<file path="config.mk">
export PLATFORM = sky130hd
export DESIGN_NAME = register_file
export DESIGN_NICKNAME = d
export VERILOG_FILES = /design/src/rtl/register_file.sv
export SDC_FILE = /design/constraint.sdc
export NUM_CORES = 2
export LEC_CHECK = 0
export ABC_CLOCK_PERIOD_IN_PS = 3930
export CORE_MARGIN = 2
export CORE_UTILIZATION = 30
export DETAILED_ROUTE_END_ITERATION = 10
export SLEW_MARGIN = 15
export SYNTH_ARGS = -nofsm -noshare
export SYNTH_HDL_FRONTEND = slang
export SYNTH_SLANG_ARGS = --single-unit
</file>
<file path="constraint.sdc">
create_clock -name Clock -period 3.93 [get_ports Clock]
set_input_delay 1.179 -clock Clock [delete_from_list [all_inputs] [get_ports Clock]]
set_output_delay 1.179 -clock Clock [all_outputs]
set_load 0.02 [all_outputs]
</file>
<file path="src/rtl/register_file.sv">
// rtl/register_file.sv - two-read one-write register file with async active-low reset
module register_file #(
    parameter int DATA_WIDTH = 16,
    parameter int ADDR_WIDTH = 6
) (
    input  logic                  Clock,
    input  logic                  nReset,
    input  logic [ADDR_WIDTH-1:0] AddressA,
    input  logic [ADDR_WIDTH-1:0] AddressB,
    input  logic [DATA_WIDTH-1:0] WriteData,
    input  logic                  WriteEnable,
    output logic [DATA_WIDTH-1:0] ReadDataA,
    output logic [DATA_WIDTH-1:0] ReadDataB
);

    localparam int DEPTH = 1 << ADDR_WIDTH;

    logic [DATA_WIDTH-1:0] r_registers [DEPTH];

    // Storage: reset clears every entry at once; otherwise one entry per edge on write.
    // Port A's address doubles as the write target, so both share one decoder input.
    always_ff @(posedge Clock or negedge nReset) begin
        if (!nReset) begin
            for (int i = 0; i < DEPTH; i++) begin
                r_registers[i] <= '0;
            end
        end else if (WriteEnable) begin
            r_registers[AddressA] <= WriteData;
        end
    end

    // Reads are pure muxes off the array with no write bypass: a write becomes
    // visible only after the edge that stores it. During reset the array is
    // already zero, so the outputs read zero without extra gating.
    assign ReadDataA = r_registers[AddressA];
    assign ReadDataB = r_registers[AddressB];

endmodule

</file>
; ---- After elaboration in Yosys (flattened, before gate mapping)
; Cells that the tools add are included.
[totals]
inputBits = 31
n_memories = 0
rom_bits = 0
out_inout_bits = 32
elab_cells = 79
mem_bits_rw = 0
ff_bits = 1024
latch_bits = 0
[classes]
n_eq_ne = 0
n_addsub = 0
bitwise_logic = 2
order_cmp = 3
mul = 0
reduce_logical = 1
n_div = 0
mux = 9
n_shift = 0
[ops]
columns = cell, count
row1 = $bwmux 1024, 1
row2 = $bmux 16 s6, 2
row3 = $demux 16 s6, 1
row4 = $mux 16, 5
row5 = $ge 7x7->1 const B, 2
row6 = $not 6->7, 2
row7 = $lt 7x1->1 const B, 1
row8 = $logic_and 1x1->1, 1

; ---- Depth between registers and ports, before layout
[depth]
ltp_word = 6
mapped_depth = 11
ltp_nobuf = 6

; ---- Worst setup path before layout
; No wires, ideal clock.
[synth_path]
kind = input to output
start = input port AddressB[0]
end = output port ReadDataB[11]
t_required_ns = 2.751
path_stages = 9
n_path_buf = 4
slack_ns = -0.273
arrival_time_ns = 3.024
path_cell_list = buf_2 buf_2 buf_2 buf_2 mux4_2 mux2i_1 nand2_1 nand3_1 nand2_1
[synth_between]
elab_chain_cells = 4
[synth_rtl]
columns = item, line_no
row1 = start: declaration, 9  ; input logic [ADDR_WIDTH-1:0] AddressB,
row2 = $not 6->7 (not written as such), 36  ; assign ReadDataB = r_registers[AddressB];
row3 = $bmux 16 s6, 36
row4 = $mux 16 (not written as such) (2 in series), 36
row5 = end: declaration, 13  ; output logic [DATA_WIDTH-1:0] ReadDataB
; No other way between the ends. The select of a mux whose other input is x is not followed.

; ---- Worst setup path in the final report
[layout_path]
start = input port AddressA[2]
end = output port ReadDataA[2]
[layout_between]
elab_chain_cells = 4
[layout_rtl]
columns = item, line_no
row1 = start: declaration, 8  ; input logic [ADDR_WIDTH-1:0] AddressA,
row2 = $not 6->7 (not written as such), 35  ; assign ReadDataA = r_registers[AddressA];
row3 = $bmux 16 s6, 35
row4 = $mux 16 (not written as such) (2 in series), 35
row5 = end: declaration, 12  ; output logic [DATA_WIDTH-1:0] ReadDataA,
; No other way between the ends. The select of a mux whose other input is x is not followed.

==> summary.txt <==
Run status
  – Status: complete, but fails checks
  – Violations in the final reports: negative setup slack

Clock network
  – Clock latency reported for the late side of the worst-skew pair: 0.75 ns
  – CTS root buffer: sky130_fd_sc_hd__clkbuf_16
  – Longest Clk Path Bufs: 3
  – Maximum level of the CTS H-tree: 3
  – Number of buffers created by CTS: 116
  – Hold buffer count at cts: 0
  – Clock transition at the registers of the reported paths: roughly 0.060 ns
  – Clock sinks: 1024
  – Clock tree from TritonCTS: yes

Timing
  – RSZ-0062 raised after global routing: yes
  – Clock skew after layout: 0 ns
  – Setup violators final: 32
  – Final-report max-slew violation count: 0
  – Period utilisation layout: 125%
  – Clock period minus final worst setup slack: a little under 5 ns
  – Worst Setup Slack, final: -0.989 ns
  – Hold slack final: about 0.35 ns
  – Worst-case headroom to the max-slew limit: 31.2%
  – Final TNS setup: -20.20 ns
  – Slew at the pin with the worst max-slew slack: 1.03 ns
  – Fmax: between 200 and 250 MHz
  – Final hold violation count: 0

Yosys
  – Post-synthesis instance area: roughly 55000 µm²
  – Dominant synthesized flop cell: sky130_fd_sc_hd__dfrtp_1
  – Gate count after technology mapping: 3881
  – Seq cells post-synth: 1024
  – Number of warnings issued by yosys: 0
  – Leading post-synthesis cells by cell area: sky130_fd_sc_hd__dfrtp_1 (46%), sky130_fd_sc_hd__mux2_2 (23%), sky130_fd_sc_hd__mux4_2 (15%), sky130_fd_sc_hd__mux2i_1 (2.9%), sky130_fd_sc_hd__a221oi_1 (2.0%)
  – Syn_area_per_cell: 14.2 µm²
  – Top-area cell type share of the netlist area: 46.5%
  – Number of enable-type register cells in the synthesized netlist: 0
  – Distinct cell type count of the synthesized netlist: 63
  – Asr flop ratio synth: 100%
  – Post-synthesis cell type with the largest combined area: sky130_fd_sc_hd__dfrtp_1
  – Sequential area share after synthesis: 46.5%
  – Total nets after synthesis: 3912

Critical path
  – Cell family contributing the most delay on the critical path: buffers and inverters
  – CP Cell Sequence: buf_16 -> buf_4 -> buf_12 -> mux2_2 -> a221oi_1 -> nor2_1 -> a221oi_2 -> buf_4 -> o22ai_1 -> or4b_4 -> buf_6
  – Cell type of the slowest stage on the worst timing path: sky130_fd_sc_hd__or4b_4
  – WP data arrival: 3.74 ns
  – Biggest fanout along the worst timing path: 8
  – Worst Path Required: 2.75 ns
  – FF-to-FF setup slack: ~3.1 ns
  – Most frequent cell on the critical path: sky130_fd_sc_hd__buf_4
  – Crit. End Element: primary output
  – Delay of the slowest cell on the worst path: around 0.61 ns
  – Reg2reg start: r_registers[83]
  – Crit start category: input port
  – Sum of buffers and inverters on the critical path: 5
  – Type of the worst setup path: input port to primary output
  – Number of cells on the worst reg-to-reg path: 1
  – Crit Reg-Reg Endpoint: r_registers[83]

Layout
  – Net count, final: roughly 4600
  – Non-Filler Cell Area, Final: 72800 µm²
  – Number of flip-flops in the largest register: 1024
  – Share of final-layout standard cells stronger than drive strength 1: a little over three fifths
  – Biggest regs: r_registers (1024)
  – Register with the most flip-flops: r_registers
  – FILL cells: 16872
  – Layout-stage area growth over the synthesis result: 32.1%

Power
  – Leakage component of the power: 32.2 nW
  – Power Dens Cells: 434 nW/µm²
  – Worst voltage drop across the vdd grid: about 0.46 mV

Die
  – Core Rows: 157
  – DIE HEIGHT: 433 µm
  – I/O pin cnt: 63
  – Core region area: 183000 µm²
  – Effective utilization at floorplan: 30.1%
  – Overall die area: about 190000 µm²
  – Overall die width: 433 µm

Drt
  – Total number of vias: between 40000 and 50000
  – Iteration count of the initial detailed-routing pass: 8
  – Iter 0 DRT Violations: 4888
  – Total DRC errors in the routed layout: 0
  – Aggregate routed wire length: between 200000 and 250000 µm
  – DR vias/cell: roughly 6
  – Wire length per cell after detailed routing: around 32 µm
  – Remaining antenna violation count after routing: 0

Flow run
  – Number of maximum-capacitance constraint violations: 0

Place
  – Final Wtd Congestion: 0.992
  – Post-DP Area: ~64000 µm²
  – Buffers on Ports: 62
  – Half-perimeter wire length after placement: ~160000 µm

GRT
  – Aggregate global routing overflow: 0
  – Number of global-route vias before repair: 41763
  – Pin count of the biggest net entering global routing: 111
  – GR Util All Layers: 24.2%
  – First-pass GRT wire length: between 300000 and 400000 µm
  – Initial antenna violation count: 15

Hold path
  – Worst min-delay path category: input port to asynchronous set/reset pin
## metal layers
metal | track usage, % | up-vias | share of wire [%]
li1 | - | 16452 | -
met1 | 31.8 | 22433 | 39
met3 | 5.94 | 563 | 9.5
met5 | 0 | - | 0.025
met4 | 13.8 | 10 | 6.7
met2 | 36.5 | 2312 | 44
## cells in the mapped netlist (all sizes together), types with 18 or more instances
cell,count
a211oi,22
o22ai,70
nand3,25
a21oi,77
mux4,358
nand2,111
a22oi,77
o21ai,73
a221oi,130
dfrtp,1024
mux2,1116
clkbuf,170
buf,233
nor2,111
o221ai,18
mux2i,158
## cell families after synthesis
logic type / share of synthesized area [%]
muxes: 40.3
DFF: 46.5
AOI/OAI and AO/OA: 6.71
buffers and inverters: 3.70
and+or+nand+nor: 2.78
## through the flow
stage	setup slack [ns]	utilization, %	std cells	power [mW]
2_1_floorplan	-0.0542	-	3881	16.4
3_3_place_gp	-1.49	35.0	6714	19.2
3_5_place_dp	-1.48	35.0	6714	19.3
4_1_cts	-0.969	39.1	7054	31.3
5_1_grt	-0.985	39.8	7111	32.5
6_report	-0.989	39.8	7115	31.6
## repair_timing
action,in CTS,in global routing
resized for setup,451,192
cloned,14,9
buffers inserted,123,64
pin swaps,90,90
setup endpoints to repair,32,32
## worst max-delay path by stage
| stage | slack, ns | start | cells past startpoint | to |
|---|---|---|---|---|
| finish | -0.99 | AddressA[2] | 11 | ReadDataA[2] |
| global route | -0.99 | AddressA[2] | 11 | ReadDataA[2] |
| CTS | -0.97 | AddressA[2] | 9 | ReadDataA[2] |
| detailed placement | -1.48 | AddressA[1] | 10 | ReadDataA[13] |
| global placement | -1.49 | AddressA[1] | 10 | ReadDataA[13] |
| floorplan | -0.05 | AddressA[2] | 6 | ReadDataA[2] |
## layout by cell type (no fill, tap or decap), types with 16 or more instances in the layout
cell,instances
sky130_fd_sc_hd__a21oi_1,51
sky130_fd_sc_hd__a21oi_2,21
sky130_fd_sc_hd__a221oi_1,72
sky130_fd_sc_hd__a221oi_2,53
sky130_fd_sc_hd__a22oi_1,55
sky130_fd_sc_hd__a22oi_2,22
sky130_fd_sc_hd__buf_12,175
sky130_fd_sc_hd__buf_16,24
sky130_fd_sc_hd__buf_2,17
sky130_fd_sc_hd__buf_4,585
sky130_fd_sc_hd__buf_6,108
sky130_fd_sc_hd__buf_8,29
sky130_fd_sc_hd__clkbuf_1,22
sky130_fd_sc_hd__clkbuf_16,126
sky130_fd_sc_hd__clkbuf_8,31
sky130_fd_sc_hd__clkinv_2,16
sky130_fd_sc_hd__dfrtp_1,1024
sky130_fd_sc_hd__mux2_2,1090
sky130_fd_sc_hd__mux2_4,18
sky130_fd_sc_hd__mux2i_1,141
sky130_fd_sc_hd__mux4_2,358
sky130_fd_sc_hd__nand2_1,77
sky130_fd_sc_hd__nand2_2,22
sky130_fd_sc_hd__nor2_1,69
sky130_fd_sc_hd__nor2_2,19
sky130_fd_sc_hd__nor2_4,23
sky130_fd_sc_hd__o21ai_0,31
sky130_fd_sc_hd__o21ai_1,20
sky130_fd_sc_hd__o21ai_2,18
sky130_fd_sc_hd__o22ai_1,42
sky130_fd_sc_hd__o22ai_2,18
## final cells by class
type                    instances  area [µm²]  area share [%]
multi-input cells            2449       29300            40.3
clock buffers                 170        3440            4.72
flip-flops and latches       1024       25600            35.2
repair buffers                956       10700            14.7
inverters                       5        27.5          0.0378
well taps                    2464        3080            4.24
clock inverters                39         561           0.770
diodes                          8        20.0          0.0275
## power by group
group | leakage [nW] | total (mW) | internal (mW) | switching, mW
sequential | 13.6 | 13.1 | 12.0 | 1.18
clock | 1.97 | 11.4 | 6.76 | 4.68
combinational | 16.6 | 7.00 | 3.70 | 3.30
total | 32.2 | 31.6 | 22.4 | 9.15
No activity file was read; power rests on OpenSTA's default activity.
